## src/rtl/sm83_mcycle_bus.sv

```systemverilog
// sm83 M-cycle bus sequencer: one core request -> one T_PER_M-state machine cycle
// with wait-state extension, timeout and back-to-back issue.
module sm83_mcycle_bus #(
    parameter int ADDR_W   = 16,
    parameter int DATA_W   = 8,
    parameter int T_PER_M  = 4,
    parameter int MAX_WAIT = 15
) (
    input  logic              clk,
    input  logic              rst,
    input  logic              req_valid,
    output logic              req_ready,
    input  logic              req_write,
    input  logic              req_idle,
    input  logic [ADDR_W-1:0] req_addr,
    input  logic [DATA_W-1:0] req_wdata,
    output logic              rsp_valid,
    output logic [DATA_W-1:0] rsp_rdata,
    output logic              rsp_timeout,
    output logic              m_tick,
    output logic [3:0]        t_state,
    output logic [ADDR_W-1:0] mem_addr,
    output logic [DATA_W-1:0] mem_wdata,
    output logic              mem_rd,
    output logic              mem_wr,
    input  logic              mem_ready,
    input  logic [DATA_W-1:0] mem_rdata
);

    generate
        if (T_PER_M < 3 || T_PER_M > 16) begin : g_bad_t_per_m
            $error("sm83_mcycle_bus: T_PER_M must be 3..16");
        end
        if (MAX_WAIT < 1 || MAX_WAIT > 255) begin : g_bad_max_wait
            $error("sm83_mcycle_bus: MAX_WAIT must be 1..255");
        end
    endgenerate

    typedef enum logic [1:0] {
        S_IDLE,
        S_RUN,
        S_WAIT
    } state_t;

    localparam logic [3:0] T_LAST = 4'(T_PER_M - 1);
    localparam logic [7:0] W_MAX  = 8'(MAX_WAIT);

    state_t            state, n_state;
    logic [3:0]        t_cnt, n_t;
    logic [7:0]        wcnt;
    logic              op_write;
    logic              op_idle;
    logic [ADDR_W-1:0] addr_q;
    logic [DATA_W-1:0] wdata_q;

    logic last_t;
    logic done_ok;
    logic tmo;
    logic ends;
    logic accept;
    logic strobe_n;

    always_comb begin
        last_t  = (state == S_RUN && t_cnt == T_LAST) || state == S_WAIT;
        done_ok = last_t && (op_idle || mem_ready);
        // idle cycles never enter WAIT, so only bus cycles can time out
        tmo     = state == S_WAIT && !mem_ready && wcnt == W_MAX;
        ends    = done_ok || tmo;
        req_ready = !rst && (state == S_IDLE || ends);
        accept  = req_valid && req_ready;
    end

    always_comb begin
        n_state = state;
        n_t     = t_cnt;
        if (accept) begin
            n_state = S_RUN;
            n_t     = 4'd0;
        end else if (ends) begin
            n_state = S_IDLE;
            n_t     = 4'd0;
        end else if (state == S_RUN && !last_t) begin
            n_t     = t_cnt + 4'd1;
        end else if (last_t) begin
            n_state = S_WAIT;
        end
    end

    // strobes are registered from the next T-state; on accept n_t is 0
    assign strobe_n = n_state == S_RUN && n_t != 4'd0 && n_t != T_LAST && !op_idle;

    always_ff @(posedge clk or posedge rst) begin
        if (rst) begin
            state       <= S_IDLE;
            t_cnt       <= 4'd0;
            wcnt        <= 8'd0;
            op_write    <= 1'b0;
            op_idle     <= 1'b0;
            addr_q      <= '0;
            wdata_q     <= '0;
            rsp_valid   <= 1'b0;
            m_tick      <= 1'b0;
            rsp_timeout <= 1'b0;
            rsp_rdata   <= '0;
            mem_rd      <= 1'b0;
            mem_wr      <= 1'b0;
        end else begin
            state       <= n_state;
            t_cnt       <= n_t;
            rsp_valid   <= ends;
            m_tick      <= ends;
            rsp_timeout <= tmo;
            mem_rd      <= strobe_n && !op_write;
            mem_wr      <= strobe_n && op_write;

            if (ends) begin
                wcnt <= 8'd0;
            end else if (last_t && !mem_ready) begin
                wcnt <= wcnt + 8'd1;
            end

            if (tmo) begin
                rsp_rdata <= '1;
            end else if (done_ok && !op_idle && !op_write) begin
                rsp_rdata <= mem_rdata;
            end

            if (accept) begin
                op_write <= req_write && !req_idle;
                op_idle  <= req_idle;
                addr_q   <= req_addr;
                wdata_q  <= req_wdata;
            end
        end
    end

    assign t_state   = t_cnt;
    assign mem_addr  = addr_q;
    assign mem_wdata = wdata_q;

endmodule

```

## config.mk

```make
export PLATFORM = sky130hd
export DESIGN_NAME = sm83_mcycle_bus
export DESIGN_NICKNAME = d
export VERILOG_FILES = /design/src/rtl/sm83_mcycle_bus.sv
export SDC_FILE = /design/constraint.sdc
export NUM_CORES = 1
export LEC_CHECK = 0
export ABC_AREA = 1
export BUFFER_PORTS_ARGS = -buffer_cell sky130_fd_sc_hd__buf_2
export CAP_MARGIN = 40
export CORE_MARGIN = 4
export CORE_UTILIZATION = 54
export CTS_CLUSTER_DIAMETER = 120
export DETAILED_ROUTE_END_ITERATION = 10
export HOLD_SLACK_MARGIN = 0.1
export MAX_ROUTING_LAYER = met4
export PLACE_DENSITY = 0.94
export SYNTH_ARGS = -nofsm -noshare
export SYNTH_HDL_FRONTEND = slang
export SYNTH_SLANG_ARGS = --single-unit
```

## constraint.sdc

```tcl
create_clock -name clk -period 5.3 [get_ports clk]
set_input_delay 0.795 -clock clk [delete_from_list [all_inputs] [get_ports clk]]
set_output_delay 0.795 -clock clk [all_outputs]
set_load 0.02 [all_outputs]
```

## Yosys cells after proc, flatten, opt, wreduce, memory -nomap -nowiden

Index checks and enable logic that the tools add are counted.

| word-level totals | value |
|---|---|
| register bits | 52 |
| bits of input ports | 38 |
| output and inout port bits | 42 |
| word-level logic and storage cells | 61 |

| operators by class | value |
|---|---|
| $add $sub $neg | 2 |
| equal/unequal tests | 6 |
| mux-type cells | 11 |
| reduce and logical (&&, ||, !) cells | 30 |

Operator list:

| kind | count |
|---|---|
| two-way mux 8 bit | 4 |
| logical AND 1 bit | 16 |
| two-way mux 4 bit | 3 |
| adder 8 x 1 -> 8 bit (second input constant) | 1 |
| == test 8 x 4 -> 1 bit (second input constant) | 1 |
| two-way mux 2 bit | 4 |
| logical NOT 1 bit | 6 |
| adder 4 x 1 -> 4 bit (second input constant) | 1 |
| == test 2 x 1 -> 1 bit (second input constant) | 2 |
| == test 4 x 2 -> 1 bit (second input constant) | 1 |
| logical OR 1 bit | 4 |
| inequality test 4 x 2 -> 1 bit (second input constant) | 1 |
| nonzero test 2 bit | 2 |
| nonzero test 4 bit | 1 |
| == test 2 bit (second input constant) | 1 |
| logical NOT 2 bit | 1 |

## Longest topological paths before layout

Gate-level depths: netlist (run 1).

| depth | value |
|---|---|
| depth after elaboration | 14 |
| mapped depth | 12 |
| mapped depth without buffers | 12 |

## Least setup slack after synthesis (run 1)

Ideal clock, no wire load.

| timing path | value |
|---|---|
| path type | input to output |
| from | in rst |
| to | out req_ready |
| data arrival time | 2.246 ns |
| setup slack | 2.259 ns |
| cell stages on the path | 3 |
| cell sequence | inv_1 -> nand2_1 -> inv_1 |

| on the way | value |
|---|---|
| longest elaborated chain between the ends | 2 |

Ends and longest elaborated chain:

| what | RTL line | source |
|---|---|---|
| from (decl) | 10 | `input logic rst,` |
| logical NOT 1 bit (no line) | - |  |
| logical AND 1 bit | 69 | `req_ready = !rst && (state == S_IDLE \|\| ends);` |
| to (decl) | 12 | `output logic req_ready,` |

No other way between the ends.

## Final worst setup path (run 1)

| timing path | value |
|---|---|
| from | reg wcnt[0] |
| to | out req_ready |

| on the way | value |
|---|---|
| longest elaborated chain between the ends | 5 |

Ends and longest elaborated chain:

| what | RTL line | source |
|---|---|---|
| from (decl) | 50 | `logic [7:0] wcnt;` |
| from (signal assigned) | 119 | `wcnt <= wcnt + 8'd1;` |
| == test 8 x 4 -> 1 bit | 67 | `tmo = state == S_WAIT && !mem_ready && wcnt == W_MAX;` |
| logical AND 1 bit | 67 |  |
| logical OR 1 bit | 68 | `ends = done_ok \|\| tmo;` |
| logical OR 1 bit | 69 |  |
| logical AND 1 bit | 69 |  |

No other way between the ends.

==> results of run 1 <==
## Yosys cell counts
library cell and count:
o21ai_1 4, or2_2 1, o21a_1 1, o21ai_0 26
buf_6 1, xor2_1 2, nand3_2 1, inv_1 27
or2_1 1, buf_4 4, inv_2 4, dfrtp_1 52
or2_4 1, nand4_1 2, buf_2 2, o22ai_2 1
xnor2_1 1, nand2_1 89, a21oi_1 6, ha_1 2
nand2_2 1, nor3_4 1, nor2_4 1, nor2_2 1
nand2_4 3, nand3_1 7, nor2_1 13, nor4_1 1
o31ai_4 1, nand3_4 3, nor3_1 6
## power by group
group	total (µW)	switching [µW]	internal, µW	leakage, µW
registers	645	98.0	547	0.000665
clock network	263	123	140	0.0000552
logic	728	487	241	0.000869
total	1640	708	929	0.00159
## routing by layer
| metal | GRT usage [%] | vias up | share of wire (%) |
|---|---|---|---|
| met2 | 38.1 | 74 | 54 |
| met3 | 2.97 | 11 | 5.6 |
| li1 | - | 993 | - |
| met5 | - | - | 0 |
| met1 | 21.9 | 943 | 39 |
| met4 | 8.65 | 0 | 1.5 |
## per-stage QoR
step	hold WS (ns)	std cells	instance area [µm²]
2_1_floorplan	0.476	266	2370
3_3_place_gp	0.462	388	2770
3_5_place_dp	0.460	389	2800
4_1_cts	0.484	397	2910
5_1_grt	0.514	397	2910
6_report	0.483	397	2910
## area by class of cell
type / count / share of cell area, %
Inverter: 31 / 4.00
Tap cell: 50 / 2.15
Clock inverter: 2 / 1.20
Multi-Input combinational cell: 176 / 30.9
Sequential cell: 52 / 44.8
Clock buffer: 6 / 2.50
Timing Repair Buffer: 80 / 14.5
## how the worst max path moves through the flow
| stage | from | endpoint | slack [ns] | cells after the start |
|---|---|---|---|---|
| after global routing | rst | req_ready | 2.59 | 5 |
| after CTS | rst | req_ready | 2.74 | 5 |
| after detailed placement | rst | mem_addr[3] | 2.67 | 6 |
| after global placement | rst | op_write | 2.32 | 5 |
| after floorplan | rst | req_ready | 2.26 | 3 |
| final | wcnt[0] | req_ready | 2.75 | 8 |
## worst max-delay path: stages, from the launching register on
cell and delay [ns]:
dfrtp_1 0.38, ha_1 0.21, inv_1 0.07, nor2_1 0.24, nand3_4 0.16, nand3_4 0.13, nand2_1 0.05, inv_1 0.07
buf_2 0.16
## sequential cells by signal, indices dropped and copies added, names as in the netlist
signal,cells
op_idle,1
m_tick,1
rsp_rdata,8
state,2
wcnt,8
mem_addr,16
rsp_timeout,1
t_state,4
mem_wdata,8
op_write,1
mem_rd,1
mem_wr,1
## kinds of logic after synthesis
group / Yosys count / share of synthesized area, %
and+or+nand+nor: 132 / 26.4
DFF: 52 / 55.0
buffers and inverters: 38 / 7.09
adders and majority gates: 2 / 1.06
AOI/OAI and AO/OA: 39 / 9.36
xor gates and xnor gates: 3 / 1.11
==> metrics.yaml, run 1 <==
finish:
  diodes: 0
  final_cell_mix: "nand2_1, buf_2, dfrtp_1, inv_1, o21ai_0"
  final_common_cell: "nand2_1"
  postLayoutCoreUtil_pct: 70.7
  multi_input_area_um2: 897
  syn2layout_area_growth_pct: 22.9
  nNetsFinal: 386
  fill_cells: 303
  drive_above_1_share_pct: 30.8
  seq_area_mm2: 0.00130
timing:
  hold_viol_final: 0
  final.setup.tns_ns: 0
  maxSlewHeadroom_pct: 48.3
  fmax_mhz: 393
  grt_setup_unrepaired: "no"
  fin_worst_skew_ns: 0.00858
  fin_crit_sh_pct: 48.1
  tightest_slew_ns: 0.770
  finalCriticalPeriod_ns: 2.55
  fin_ws_ns: 2.75
  finalSetupViolCount: 0
  slew_violations: 0
die:
  die_area_mm2: 0.00550
  core-area_mm2: 0.00412
  die_h_um: 74.2
  num_rows: 23
  initial_core_util_pct: 57.5
  chipWidth_um: 74.2
  io_pins: 80
pwr:
  power_uw: 1640
  power_leakage_uw: 0.00159
  p_per_area_mw_per_mm2: 563
  vdd_drop_max_uv: 319
setup_path:
  r2r_setup_slack_ns: 3.08
  rr_worst_depth: 9
  worst_r2r_endpoint: "mem_addr[0]"
  cp_max_fo: 3
  critPathLaunchType: "flop"
  crit_arrival_ns: 1.75
  r2r-start: "wcnt[0]"
  worstSetupPathType: "reg -> out"
  cp-end-kind: "output port"
  cp.required_ns: 4.51
grt:
  grt_use_total_pct: 20.7
  first_global_vias: 1965
  grt_max_degree: 32
  grt_overflow: 0
  antenna_found_initial: 0
  grt_pass1_wl_mm: 8.45
run:
  cap_viol_max_count: 0
clock_network:
  post_cts_resized: 0
  htree_levels: 2
  cts_made_buffers: 5
  postCtsHoldBufs: 0
  cts_tree: "built"
  cts_sinks: 52
  cts_buffer_depth: 2
  ctsRootBufferMaster: "clkbuf_8"
  cts.reportedPaths.clkPinSlew_ns: 0.09
  postCtsSetupBuffers: 0
  insertion_delay_ns: 0.30
detailed_routing:
  vias: 2021
  ant_nets: 0
  post-route-drc-count: 0
  wirelength_mm: 5.36
  detail_route.wl_per_cell_um: 13.5
  via_per_inst: 5.09
  drtPass1Iterations: 4
  drtIter0Drc: 102
status:
  status: "finished, final reports clean"
yosys:
  ys_seq_elements: 52
  ys_types: 31
  synth_area_mm2: 0.00237
  syn-num-nets: 306
  synth.avg_cell_area_um2: 8.89
  yosysTopAreaCell: "dfrtp_1"
  synth_top_area_share_pct: 55.0
  seq_area_frac_synth_pct: 55.0
  synth.area.top_cells: "dfrtp_1, nand2_1, o21ai_0"
  synth_cells: 266
  yosysWarnings: 0
hold_path:
  min_to: "mem_addr[4]"
  hold_path.class: "reg -> reg"
  hold_start: "mem_addr[4]"
  min_path_cells: 2
placed_design:
  dpl.hpwl_mm: 3.97
  globalplace.congestion: 0.852
  io_buffers: 79
  place_ws_ns: 2.67
(Power assumes the default switching activity.)
==> run 2: changes to the inputs <==
--- a/config.mk
+++ b/config.mk
@@ -9,12 +9,12 @@
 export BUFFER_PORTS_ARGS = -buffer_cell sky130_fd_sc_hd__buf_2
 export CAP_MARGIN = 40
 export CORE_MARGIN = 4
-export CORE_UTILIZATION = 54
+export CORE_UTILIZATION = 45
 export CTS_CLUSTER_DIAMETER = 120
 export DETAILED_ROUTE_END_ITERATION = 10
 export HOLD_SLACK_MARGIN = 0.1
 export MAX_ROUTING_LAYER = met4
-export PLACE_DENSITY = 0.94
+export PLACE_DENSITY = 0.85
 export SYNTH_ARGS = -nofsm -noshare
 export SYNTH_HDL_FRONTEND = slang
 export SYNTH_SLANG_ARGS = --single-unit
==> constraint.sdc (replaced) <==
create_clock -name clk -period 2.2 [get_ports clk]
set_input_delay 0.33 -clock clk [delete_from_list [all_inputs] [get_ports clk]]
set_output_delay 0.33 -clock clk [all_outputs]
set_load 0.02 [all_outputs]
==> run 2 against run 1 <==
Against the previous run: core utilization shrank 14 points; critical path depth is the same; power grew 130%; register-to-register slack lost 2.9 ns; non-clock buffer count grew 2; sequential power grew 140%; setup slack lost 2.6 ns; sequential share of layout area shrank 0.15 points; critical endpoint unchanged; largest power group unchanged.
==> metrics.yaml, run 2 (same netlist as run 1, synthesis figures left out) <==
status:
  status: "finished, final reports clean"
run:
  cap_viol_max_count: 0  # unchanged
finish:
  nNetsFinal: 388  # +0.52%
  fill_cells: 492  # +62%
  drive_above_1_share_pct: 31.2  # +0.40 points
  largest_reg_flops: 16  # unchanged
  final_common_cell: "nand2_1"
  diodes: 0  # unchanged
  final_cells: 419  # +5.5%
  final_cell_mix: "nand2_1, buf_2, dfrtp_1, inv_1, o21ai_0"
  syn2layout_area_growth_pct: 23.3
placed_design:
  dpl.hpwl_mm: 3.64  # -8.4%
  globalplace.congestion: 0.927  # +8.8%
  place_ws_ns: 0.222  # -2.45 ns
  io_buffers: 79  # unchanged
  dp_cells: 410  # +5.4%
detailed_routing:
  wirelength_mm: 4.77  # -11%
  post-route-drc-count: 0  # unchanged
  detail_route.wl_per_cell_um: 11.4  # -16%
  via_per_inst: 4.65  # -8.6%
  drtPass1Iterations: 4  # unchanged
  vias: 1950  # -3.5%
  ant_nets: 0  # unchanged
  drtIter0Drc: 60  # -41%
hold_path:
  min_to: "mem_addr[9]"
  min_path_cells: 3  # +1
  hold_path.class: "in -> reg"
  hold_start: "req_addr[9]"
timing:
  slew_violations: 0  # unchanged
  hold_viol_final: 0  # unchanged
  final.setup.tns_ns: 0  # unchanged
  tightest_slew_ns: 0.689  # -0.0805 ns
  finalSetupViolCount: 0  # unchanged
  maxSlewHeadroom_pct: 53.7  # +5.4 points
  grt_setup_unrepaired: "no"
  fmax_mhz: 498
  fin_ws_ns: 0.194  # -2.56 ns
  fin_crit_sh_pct: 91.2
  fin_worst_skew_ns: 0.00712  # -0.00146 ns
  finalCriticalPeriod_ns: 2.01
  holdWs_ns: 0.216  # -0.268 ns
setup_path:
  cp_max_fo: 3  # unchanged
  rr_worst_depth: 9  # unchanged
  cp.required_ns: 1.87  # -2.64 ns
  worst_r2r_endpoint: "mem_wdata[0]"
  startpoint: "wcnt[1]"
  r2r-start: "wcnt[1]"
  critPathLaunchType: "flop"
  cp-end-kind: "output port"
  r2r_setup_slack_ns: 0.23  # -2.85 ns
  crit_arrival_ns: 1.68  # -0.07 ns
  worstSetupPathType: "reg -> out"
die:
  die_area_mm2: 0.00648  # +18%
  initial_core_util_pct: 46.3  # -11 points
  num_rows: 26  # +13%
  die_h_um: 80.5  # +8.5%
  core-area_mm2: 0.00511  # +24%
  io_pins: 80  # unchanged
  chipWidth_um: 80.5  # +8.5%
clock_network:
  cts_sinks: 52  # unchanged
  cts_buffer_depth: 2  # unchanged
  ctsRootBufferMaster: "clkbuf_8"
  htree_levels: 2  # unchanged
  postCtsSetupBuffers: 0  # unchanged
  insertion_delay_ns: 0.30  # about the same
  cts.reportedPaths.clkPinSlew_ns: 0.10  # about the same
  cts_tree: "built"
  cts_made_buffers: 5  # unchanged
pwr:
  internal_power_uw: 2130  # +130%
  vdd_drop_max_uv: 714  # +120%
  p_per_area_mw_per_mm2: 1300  # +130%
  power_uw: 3800  # +130%
  swShare_pct: 43.9  # +0.62 points
  power_leakage_uw: 0.00158  # -0.64%
  comb_power_share_pct: 45.2  # +0.7 points
  clockPowerShare_pct: 14.3  # -1.8 points
  seqPwrFrac_pct: 40.5  # +1.1 points
  switchingPower_uw: 1670  # +140%
grt:
  antenna_found_initial: 0  # unchanged
  grt_pass1_wl_mm: 7.87  # -6.9%
  first_global_vias: 1839  # -6.4%
  grt_max_degree: 47  # +47%
  grt_use_total_pct: 15.5  # -5.1 points
  grt_overflow: 0  # unchanged
[run 2: changes by cell type in the layout (fill, tap and decap cells not counted), sizes merged]
cell / change
clkinvlp: +1
clkbuf: -1
clkinv: +1
buf: +1
bufinv: -1
dlygate4sd3: +1
[run 2: cell type report]
type                    count  area, µm²  area share (%)
inverters                  31        120            4.12
repair buffers             82        420            14.4
well taps                  70       87.6            3.00
clock buffers               5       68.8            2.36
flip-flops and latches     52       1300            44.6
clock inverters             3       22.5           0.772
multi-input cells         176        897            30.7
[run 2: repair_timing]
item	in CTS	in global routing
resized for setup	0	0
endpoints found under the hold margin	6	0
hold buffers	1	0
[run 2: per-layer routing]
layer / up-vias / track usage [%] / share of wire, %
met3: 2 / 3.48 / 5.9
li1: 998 / - / -
met2: 53 / 26.9 / 51
met1: 897 / 18.9 / 43
met4: 0 / 2.53 / 0.15
met5: - / - / 0
[run 2: power by group through the flow]
stage	logic, µW	registers (µW)	clock network [µW]
global route	1900	1580	602
global placement	1690	1550	0
finish	1720	1540	543
detailed placement	1740	1550	0
CTS	1740	1540	572
floorplan	861	1910	0
[run 2: how the worst max path moves through the flow]
stage              endpoint  slack, ns
3_5_place_dp   mem_wdata[6]       0.22
6_report          req_ready       0.19
5_1_grt         mem_addr[0]      0.003
4_1_cts           req_ready       0.18
2_1_floorplan   mem_addr[0]       0.33
3_3_place_gp       op_write       0.30
[run 2: worst max-delay path, cell delays in order, from the launching register on]
cell     delay, ns
dfrtp_1       0.36
ha_1          0.19
inv_1         0.06
nor2_1        0.23
nand3_4       0.15
nand3_4       0.13
nand2_1       0.05
inv_1         0.05
buf_2         0.15
[run 2: metrics by stage]
| step | instance area, µm² | util [%] |
|---|---|---|
| finish | 2920 | 57.1 |
| detailed placement | 2820 | 55.1 |
| global route | 2920 | 57.1 |
| floorplan | 2370 | - |
| CTS | 2920 | 57.1 |
| global placement | 2820 | 55.1 |
==> run 3: changes to the inputs <==
==> constraint.sdc (replaced) <==
create_clock -name clk -period 1.7 [get_ports clk]
set_input_delay 0.255 -clock clk [delete_from_list [all_inputs] [get_ports clk]]
set_output_delay 0.255 -clock clk [all_outputs]
set_load 0.02 [all_outputs]
==> run 3 against run 2 <==
Against the previous run: the flow now finishes with violations (setup timing); die area unchanged; clock skew down 0.0019 ns; setup slack worse by 0.21 ns; sequential cell count unchanged; design area up 14%; critical path depth unchanged; global-route usage up 1.5 points; via count up 9.4%; clock-buffer cell count up 1; clock power up 37%; non-clock buffer count up 25; register-to-register slack worse by 0.21 ns; highest routed layer unchanged.
==> metrics.yaml, run 3 (same netlist as run 1, synthesis figures left out) <==
detailed_routing:
  drtIter0Drc: 91  # +52%
  wirelength_mm: 5.69  # +19%
  drtPass1Iterations: 6  # +2
  via_per_inst: 4.80  # +3.0%
  route.met3.wl_um: 326  # +16%
  detail_route.wl_per_cell_um: 12.8  # +12%
  wl_met1_mm: 2.27  # +9.8%
  post-route-drc-count: 0  # unchanged
  ant_nets: 0  # unchanged
  top_layer_used: "met4"
  met2_length_mm: 2.99  # +24%
  vias: 2134  # +9.4%
timing:
  grt_setup_unrepaired: "yes"
  slew_violations: 0  # unchanged
  fin_worst_skew_ns: 0.00520  # -0.00192 ns
  fin_ws_ns: -0.0189  # -0.212 ns
  maxSlewHeadroom_pct: 65.5  # +12 points
  hold_viol_final: 0  # unchanged
  holdWs_ns: 0.132  # -0.0838 ns
  tightest_slew_ns: 0.518  # -0.172 ns
  finalCriticalPeriod_ns: 1.72
  finalSetupViolCount: 1  # +1
  fin_crit_sh_pct: 101
  fmax_mhz: 582
setup_path:
  cp.required_ns: 1.44  # -0.43 ns
  worstSetupPathType: "reg -> out"
  cpPeakStageDelay_ns: 0.43  # +0.07 ns
  slowest_stage: "dfrtp_1"
  rr_worst_depth: 9  # unchanged
  crit_arrival_ns: 1.46  # -0.22 ns
  cp_max_fo: 3  # unchanged
  cp-end-kind: "output port"
  crit_path_cell_trace: "ha_4 -> nand3_4 -> nand2_4 -> nand2_4 -> nand3_4 -> nand2_2 -> inv_2 -> buf_6"
  critPathLaunchType: "flop"
clock_network:
  cts_tree: "built"
  cts_made_buffers: 5  # unchanged
  insertion_delay_ns: 0.31  # about the same
  htree_levels: 2  # unchanged
  cts_buffer_depth: 2  # unchanged
  cts_sinks: 52  # unchanged
  cts.reportedPaths.clkPinSlew_ns: 0.09  # about the same
  ctsRootBufferMaster: "clkbuf_8"
grt:
  first_global_vias: 2038  # +11%
  grt_pass1_wl_mm: 8.42  # +7.1%
  grt_use_total_pct: 17.0  # +1.5 points
  grt_overflow: 0  # unchanged
  grt_max_degree: 43  # -8.5%
  antenna_found_initial: 0  # unchanged
pwr:
  power_leakage_uw: 0.00174  # +10%
  p_per_area_mw_per_mm2: 1710  # +31%
  vdd_drop_max_uv: 870  # +22%
die:
  io_pins: 80  # unchanged
  num_rows: 26  # unchanged
  core-area_mm2: 0.00511  # unchanged
  die_h_um: 80.5  # unchanged
  initial_core_util_pct: 46.3  # unchanged
  die_area_mm2: 0.00648  # unchanged
  chipWidth_um: 80.5  # unchanged
finish:
  diodes: 0  # unchanged
  largest_reg_flops: 16  # unchanged
  fill_cells: 425  # -14%
  final_cell_mix: "nand2_1, buf_2, dfrtp_1, inv_1, buf_4"
  syn2layout_area_growth_pct: 40.0
  final_common_cell: "nand2_1"
  nNetsFinal: 414  # +6.7%
  drive_above_1_share_pct: 43.7  # +13 points
  postLayoutCoreUtil_pct: 64.9  # +7.7 points
  final_area_mm2: 0.00331  # +14%
placed_design:
  globalplace.congestion: 0.909  # -1.9%
  placedInstanceArea_mm2: 0.00290  # +3.1%
  io_buffers: 79  # unchanged
  dpl.hpwl_mm: 3.80  # +4.3%
status:
  status: "finished with violations"
  violations: "setup timing"
hold_path:
  hold_path.class: "in -> reg"
  min_path_cells: 3  # unchanged
run:
  cap_viol_max_count: 0  # unchanged
run 3: changes by cell type in the layout (fill, tap and decap cells not counted), sizes merged:
cell / delta
clkinv: -1
clkbuf: +1
nand2: +1
buf: +25
run 3: report_power, final:
group,internal [µW],switching (µW),total [µW],leakage [µW]
Clock,334,408,742,0.0000516
Combinational,1150,1760,2910,0.00103
Sequential,1710,290,2000,0.000663
Total,3200,2460,5650,0.00174
run 3: area by class of cell:
class / instances / area, µm² / area share, %
inverters: 31 / 120 / 3.63
well taps: 70 / 87.6 / 2.64
clock inverters: 2 / 13.8 / 0.415
clock buffers: 6 / 82.6 / 2.49
flip-flops and latches: 52 / 1300 / 39.4
multi-input cells: 177 / 1050 / 31.6
repair buffers: 107 / 658 / 19.9
run 3: worst paths after layout:
path | startpoint | endpoint | slack [ns]
min reg2reg | mem_addr[2] | mem_addr[2] | 0.48
max reg2reg | state[1] | wcnt[7] | 0.02
min | req_addr[15] | mem_addr[15] | 0.13
max | t_state[1] | req_ready | -0.02
min in group asynchronous | rst | mem_addr[8] | 0.16
max in group asynchronous | rst | wcnt[5] | 0.70
run 3: worst max-delay path, delay by kind of cell (launching register included):
kind	cells	cell delay, ns
adders and majority gates	1	0.20
and+or+nand+nor	5	0.39
DFF	1	0.43
buffers and inverters	2	0.16
run 3: repair_timing:
item                                    in CTS  in global routing
gates cloned                                 0                  1
endpoints found under the setup margin       6                 14
resized for setup                           10                 53
buffers inserted                             7                  8
pin swaps                                    4                 20
endpoints found under the hold margin       10                  0
hold buffers                                 1                  0
run 3: stage by stage:
step                      TNS, ns  power (µW)  std cells  worst slack, ns
after global placement          0        4290        420           0.0162
after global routing       -0.768        6070        445           -0.116
final                     -0.0189        5650        445          -0.0189
after detailed placement   -0.115        4370        420          -0.0612
after floorplan             -2.44        3590        266          -0.0998
after CTS                 -0.0439        5290        436          -0.0439
run 3: layer usage:
metal	track usage, %	vias up
met4	5.74	0
met3	3.92	12
met2	30.0	69
met5	-	-
met1	19.0	1001
li1	-	1052
